`config.mk`:
```
export PLATFORM = sky130hd
export DESIGN_NAME = data_path
export DESIGN_NICKNAME = d
export VERILOG_FILES = /design/src/rtl/data_path.sv
export SDC_FILE = /design/constraint.sdc
export NUM_CORES = 1
export LEC_CHECK = 0
export BUFFER_PORTS_ARGS = -buffer_cell sky130_fd_sc_hd__clkbuf_2
export CORE_MARGIN = 8
export CORE_UTILIZATION = 30
export DETAILED_ROUTE_END_ITERATION = 8
export SLEW_MARGIN = 40
export SYNTH_ARGS = -nofsm -noshare
export SYNTH_HDL_FRONTEND = slang
export SYNTH_SLANG_ARGS = --single-unit
```
`constraint.sdc`:
```
create_clock -name clk -period 9.3 [get_ports clk]
set_input_delay 1.395 -clock clk [delete_from_list [all_inputs] [get_ports clk]]
set_output_delay 1.395 -clock clk [all_outputs]
set_load 0.01 [all_outputs]
```
`src/rtl/data_path.sv`:
```
// K&S processor datapath: PC, IR, 4x16 register file, ALU and flags register.
// Sequencing is owned by the control unit; this block only reacts to its strobes.

package data_path_pkg;
    typedef enum logic [3:0] {
        I_NOP,
        I_BRANCH,
        I_BZERO,
        I_BNEG,
        I_BOV,
        I_BNZERO,
        I_BNNEG,
        I_BNOV,
        I_LOAD,
        I_STORE,
        I_MOVE,
        I_ADD,
        I_SUB,
        I_AND,
        I_OR,
        I_HALT
    } decoded_instruction_type;
endpackage

module data_path
    import data_path_pkg::*;
#(
    parameter int DATA_W = 16,
    parameter int ADDR_W = 5
) (
    input  logic                    clk,
    input  logic                    rst,
    input  logic                    branch,
    input  logic                    pc_enable,
    input  logic                    ir_enable,
    input  logic                    write_reg_enable,
    input  logic                    addr_sel,
    input  logic                    c_sel,
    input  logic [1:0]              operation,
    input  logic                    flags_reg_enable,
    output decoded_instruction_type decoded_instruction,
    output logic                    zero_op,
    output logic                    neg_op,
    output logic                    unsigned_overflow,
    output logic                    signed_overflow,
    output logic [ADDR_W-1:0]       ram_addr,
    output logic [DATA_W-1:0]       data_out,
    input  logic [DATA_W-1:0]       data_in
);

    localparam int MSB = DATA_W - 1;

    logic [ADDR_W-1:0] pc_q, pc_d;
    logic [DATA_W-1:0] ir_q, ir_d;
    logic [DATA_W-1:0] regFile_q [4];
    logic [DATA_W-1:0] regFile_d [4];
    logic              zeroFlag_q, zeroFlag_d;
    logic              negFlag_q, negFlag_d;
    logic              carryFlag_q, carryFlag_d;
    logic              ovfFlag_q, ovfFlag_d;

    logic [1:0]        srcASel;
    logic [1:0]        srcBSel;
    logic [1:0]        destSel;
    logic              regWriteAllowed;
    logic [DATA_W-1:0] opA;
    logic [DATA_W-1:0] opB;
    logic [DATA_W:0]   sumWide;
    logic [DATA_W:0]   diffWide;
    logic [DATA_W-1:0] aluResult;
    logic              aluCarry;
    logic              aluOverflow;
    logic [DATA_W-1:0] writeData;
    logic              unusedBits;

    // Bit 7 of the instruction word carries no field in any format.
    assign unusedBits = ir_q[7];

    always_comb begin
        decoded_instruction = I_NOP;
        case (ir_q[15:8])
            8'h00:   decoded_instruction = I_NOP;
            8'h01:   decoded_instruction = I_BRANCH;
            8'h02:   decoded_instruction = I_BZERO;
            8'h03:   decoded_instruction = I_BNEG;
            8'h04:   decoded_instruction = I_BOV;
            8'h05:   decoded_instruction = I_BNZERO;
            8'h06:   decoded_instruction = I_BNNEG;
            8'h07:   decoded_instruction = I_BNOV;
            8'h81:   decoded_instruction = I_LOAD;
            8'h82:   decoded_instruction = I_STORE;
            8'h91:   decoded_instruction = I_MOVE;
            8'hA1:   decoded_instruction = I_ADD;
            8'hA2:   decoded_instruction = I_SUB;
            8'hA3:   decoded_instruction = I_AND;
            8'hA4:   decoded_instruction = I_OR;
            8'hFF:   decoded_instruction = I_HALT;
            default: decoded_instruction = I_NOP;
        endcase
    end

    // MOVE routes its source to both ALU ports so that OR passes it through unchanged.
    always_comb begin
        srcASel         = ir_q[3:2];
        srcBSel         = ir_q[1:0];
        destSel         = ir_q[5:4];
        regWriteAllowed = 1'b0;
        case (decoded_instruction)
            I_LOAD: begin
                destSel         = ir_q[6:5];
                regWriteAllowed = 1'b1;
            end
            I_MOVE: begin
                destSel         = ir_q[3:2];
                srcASel         = ir_q[1:0];
                regWriteAllowed = 1'b1;
            end
            I_ADD, I_SUB, I_AND, I_OR: begin
                regWriteAllowed = 1'b1;
            end
            default: begin
                regWriteAllowed = 1'b0;
            end
        endcase
    end

    always_comb begin
        opA         = regFile_q[srcASel];
        opB         = regFile_q[srcBSel];
        sumWide     = {1'b0, opA} + {1'b0, opB};
        diffWide    = {1'b0, opA} - {1'b0, opB};
        aluResult   = '0;
        aluCarry    = 1'b0;
        aluOverflow = 1'b0;
        case (operation)
            2'b00: begin
                aluResult = opA | opB;
            end
            2'b01: begin
                aluResult   = sumWide[MSB:0];
                aluCarry    = sumWide[DATA_W];
                aluOverflow = (opA[MSB] == opB[MSB]) && (aluResult[MSB] != opA[MSB]);
            end
            2'b10: begin
                aluResult   = diffWide[MSB:0];
                aluCarry    = diffWide[DATA_W];
                aluOverflow = (opA[MSB] != opB[MSB]) && (aluResult[MSB] != opA[MSB]);
            end
            default: begin
                aluResult = opA & opB;
            end
        endcase
    end

    assign writeData = c_sel ? aluResult : data_in;

    always_comb begin
        pc_d        = pc_q;
        ir_d        = ir_q;
        regFile_d   = regFile_q;
        zeroFlag_d  = zeroFlag_q;
        negFlag_d   = negFlag_q;
        carryFlag_d = carryFlag_q;
        ovfFlag_d   = ovfFlag_q;

        if (pc_enable) begin
            pc_d = branch ? ir_q[ADDR_W-1:0] : pc_q + ADDR_W'(1);
        end
        if (ir_enable) begin
            ir_d = data_in;
        end
        // Stores and branches also see write_reg_enable; only real producers may write.
        if (write_reg_enable && regWriteAllowed) begin
            regFile_d[destSel] = writeData;
        end
        if (flags_reg_enable) begin
            zeroFlag_d  = (aluResult == '0);
            negFlag_d   = aluResult[MSB];
            carryFlag_d = aluCarry;
            ovfFlag_d   = aluOverflow;
        end
    end

    always_ff @(posedge clk or posedge rst) begin
        if (rst) begin
            pc_q        <= '0;
            ir_q        <= '0;
            zeroFlag_q  <= 1'b0;
            negFlag_q   <= 1'b0;
            carryFlag_q <= 1'b0;
            ovfFlag_q   <= 1'b0;
            for (int i = 0; i < 4; i++) begin
                regFile_q[i] <= '0;
            end
        end else begin
            pc_q        <= pc_d;
            ir_q        <= ir_d;
            zeroFlag_q  <= zeroFlag_d;
            negFlag_q   <= negFlag_d;
            carryFlag_q <= carryFlag_d;
            ovfFlag_q   <= ovfFlag_d;
            for (int i = 0; i < 4; i++) begin
                regFile_q[i] <= regFile_d[i];
            end
        end
    end

    assign ram_addr          = addr_sel ? ir_q[ADDR_W-1:0] : pc_q;
    assign data_out          = regFile_q[ir_q[6:5]];
    assign zero_op           = zeroFlag_q;
    assign neg_op            = negFlag_q;
    assign unsigned_overflow = carryFlag_q;
    assign signed_overflow   = ovfFlag_q;

endmodule
```
==> flow_summary.yaml <==
power_and_ir_drop:
  leakagePower_nw: 3.794
  ir_worst_vdd_uv: 75.87
  comb_power_share_pct: 44.8
  p_int_uw: 943.5
  clkPwrFrac_pct: 23.7
  p_per_area_nw_per_um2: 180.3
  power_mw: 1.586
  p_sw_uw: 642.6
  pwr-share-seq_pct: 31.5
  sw_frac_of_total_pct: 40.52
placement:
  gp_congestion: 0.9311
  io_buffer_count: 55
  place_hpwl_mm: 18.71
  pre_cts_ws_ns: 3.717
cts:
  ctsHoldBuffers: 0
  clkTransAtPathRegs_ns: 0.07
  cts_max_path_buffers: 2
  ctsResizeCount: 0
  numCtsBuffers: 9
  clock_sinks: 88
  root_buffer: "clkbuf_16"
  ctsHtreeMaxLevel: 3
  post_cts_buffers: 0
  cts_tree: "built"
  insertion_delay_ns: 0.35
sta:
  finalHoldViolCount: 0
  max_freq_ghz: 0.1744
  slew_headroom_pct: 47.67
  rsz0062_at_grt: "false"
  fin_skew_ns: 0.01813
  layout_min_cycle_time_ns: 5.733
  setup-violations-final: 0
  finalCritPeriodShare_pct: 61.64
  worst_slew_pin_slew_ns: 0.7849
  finalSetupTns_ns: 0
  finalMaxSlewViolations: 0
  setup_slack_ns: 3.567
logic_synthesis:
  synthDistinctLibCells: 86
  yosysTopAreaCell: "dfrtp_1"
  synth-edff-count: 0
  syn_area_um2: 7916
  yosysWarnings: 0
  synth-seq-area-share_pct: 27.82
  synth_cells: 866
  synthTopCellsByArea: "dfrtp_1 28%, mux4_2 9.4%, ha_1 8.4%"
  async_flop_share_pct: 100.0
  syn_nets: 948
  synth_ff_type: "dfrtp_1"
  synth_top_area_share_pct: 27.82
  synth-seq-cells: 88
  syn_area_per_cell_um2: 9.141
setup_path:
  startpoint_type: "flop"
  crit_required_ns: 9.51
  path_class: "reg2reg"
  arrival_ns: 5.94
  cp_max_fo: 23
  crit_path_end_kind: "flop"
final_layout:
  fin_nets: 972
  final_cell_mix: "90 x nand2_1, 87 x dfrtp_1, 70 x o21ai_0, 58 x inv_1, 55 x clkbuf_2"
  insertedDiodeCount: 0
  register_area_um2: 2203
  layout_commonest_cell: "nand2_1"
  drive_gt1_share_pct: 19.66
  syn_to_final_growth_pct: 11.13
  n_fill_cell: 2696
  multi_input_area_um2: 5274
floorplanning:
  dieArea_um2: 31840
  num_rows: 59
  core_area_um2: 25980
  initial_utilization_pct: 30.47
  io_pins: 56
  die-width_um: 178.4
  die_y_um: 178.4
run:
  cap_violations: 0
routing:
  drt-total-wl_mm: 24.76
  drt_iter0_drc: 796
  drt_pass1_iterations: 5
  via_per_inst: 5.678
  postRouteAntennaNets: 0
  drcViolationCount: 0
  routedWlPerCell_um: 20.13
  num_vias: 6984
hold_path:
  hp-class: "reg2reg"
global_routing:
  antenna_found_initial: 0
  grtUsageTotal_pct: 15.64
  top_usage_layer: "met2"
  globalRouteMet1Util_pct: 20.84
  grtUsageMet2_pct: 24.34
  grt_max_degree: 67
  grt_pass1_vias: 6889
  grt_use_met3_pct: 2.773
  grt-ovfl-total: 0
  grt_pass1_wl_mm: 39.15
outcome:
  status: "completed"
-- metal layers --
layer,share of wire [%],routed length [um]
met5,0,0
met4,3.8,949
met3,5.8,1436
met2,45,11250
met1,45,11120
-- layout make-up --
cell class / count / share of cell area, %
multi-input combinational: 663 / 59.95
sequential: 88 / 25.05
tap: 335 / 4.765
timing repair buffer: 67 / 4.238
inverter: 61 / 2.617
clock buffer: 10 / 2.603
clock inverter: 6 / 0.7822
-- power groups by stage --
stage	Sequential (mW)	Clock, mW	Combinational, mW
floorplan	0.480	0	0.528
global placement	0.502	0	0.695
detailed placement	0.505	0	0.697
CTS	0.498	0.386	0.702
global route	0.508	0.400	0.780
finish	0.499	0.375	0.711
-- sequential cells by signal (all words and copies together) (netlist names) --
| name | cells |
|---|---|
| neg_op | 1 |
| unsigned_overflow | 1 |
| ir_q | 15 |
| regFile_q | 64 |
| pc_q | 5 |
| zero_op | 1 |
| signed_overflow | 1 |
-- cells in the mapped netlist, types with 18 or more instances --
library cell,count
dfrtp_1,88
clkbuf_1,43
ha_1,53
a21oi_1,44
mux2_2,38
mux2i_1,39
nand2_1,90
nor3_1,18
o21ai_0,70
inv_1,59
nor2_1,39
mux4_2,33
-- cells by family (layout without fill, tap and decap cells) --
logic type / count (synthesis) / after routing / synth area share, %
AO/OA/AOI/OAI: 246 / 246 / 20.77
XOR/XNOR: 10 / 10 / 1.106
adder cells (fa/ha/maj): 55 / 55 / 8.883
AND/OR/NAND/NOR: 237 / 237 / 15.27
buffers and inverters: 115 / 144 / 5.690
flip-flops: 88 / 88 / 27.82
multiplexers: 115 / 115 / 20.47
-- path summary, 6_finish.rpt --
kind / cells after the start / slack (ns) / from / end
max: 16 / 3.57 / ir_q[10]$_DFFE_PP0P_ / regFile_q[29]$_DFFE_PP0P_
min: 2 / 0.52 / neg_op$_DFFE_PP0P_ / neg_op$_DFFE_PP0P_
max reg2reg: 16 / 3.57 / ir_q[10]$_DFFE_PP0P_ / regFile_q[29]$_DFFE_PP0P_
min reg2reg: 2 / 0.52 / neg_op$_DFFE_PP0P_ / neg_op$_DFFE_PP0P_
max in group asynchronous: 3 / 7.30 / rst / ir_q[0]$_DFFE_PP0P_
min in group asynchronous: 2 / 1.00 / rst / regFile_q[28]$_DFFE_PP0P_
-- critical path: stages (launching register included) --
cell and delay, ns:
dfrtp_1 0.49, nor4b_4 0.51, a21boi_0 0.31, nor2_4 0.43, buf_8 0.26, mux2i_1 0.09
mux2_2 0.28, ha_1 0.41, nor3_1 0.45, o311ai_0 0.29, a211oi_1 0.57, nor4_1 0.10
or3b_2 0.46, o32ai_1 0.31, nor2_1 0.09, a21oi_1 0.36, o21ai_0 0.16
-- through the flow --
stage,area (um^2),hold slack [ns],util [%],instances
after floorplan,7916,0.4769,-,866
after global placement,8473,0.5035,32.61,1212
after detailed placement,8497,0.5103,32.70,1214
after CTS,8795,0.5252,33.85,1230
after global routing,8797,0.5517,33.86,1230
final,8797,0.5213,33.86,1230
No activity file was read; power rests on OpenSTA's default activity.
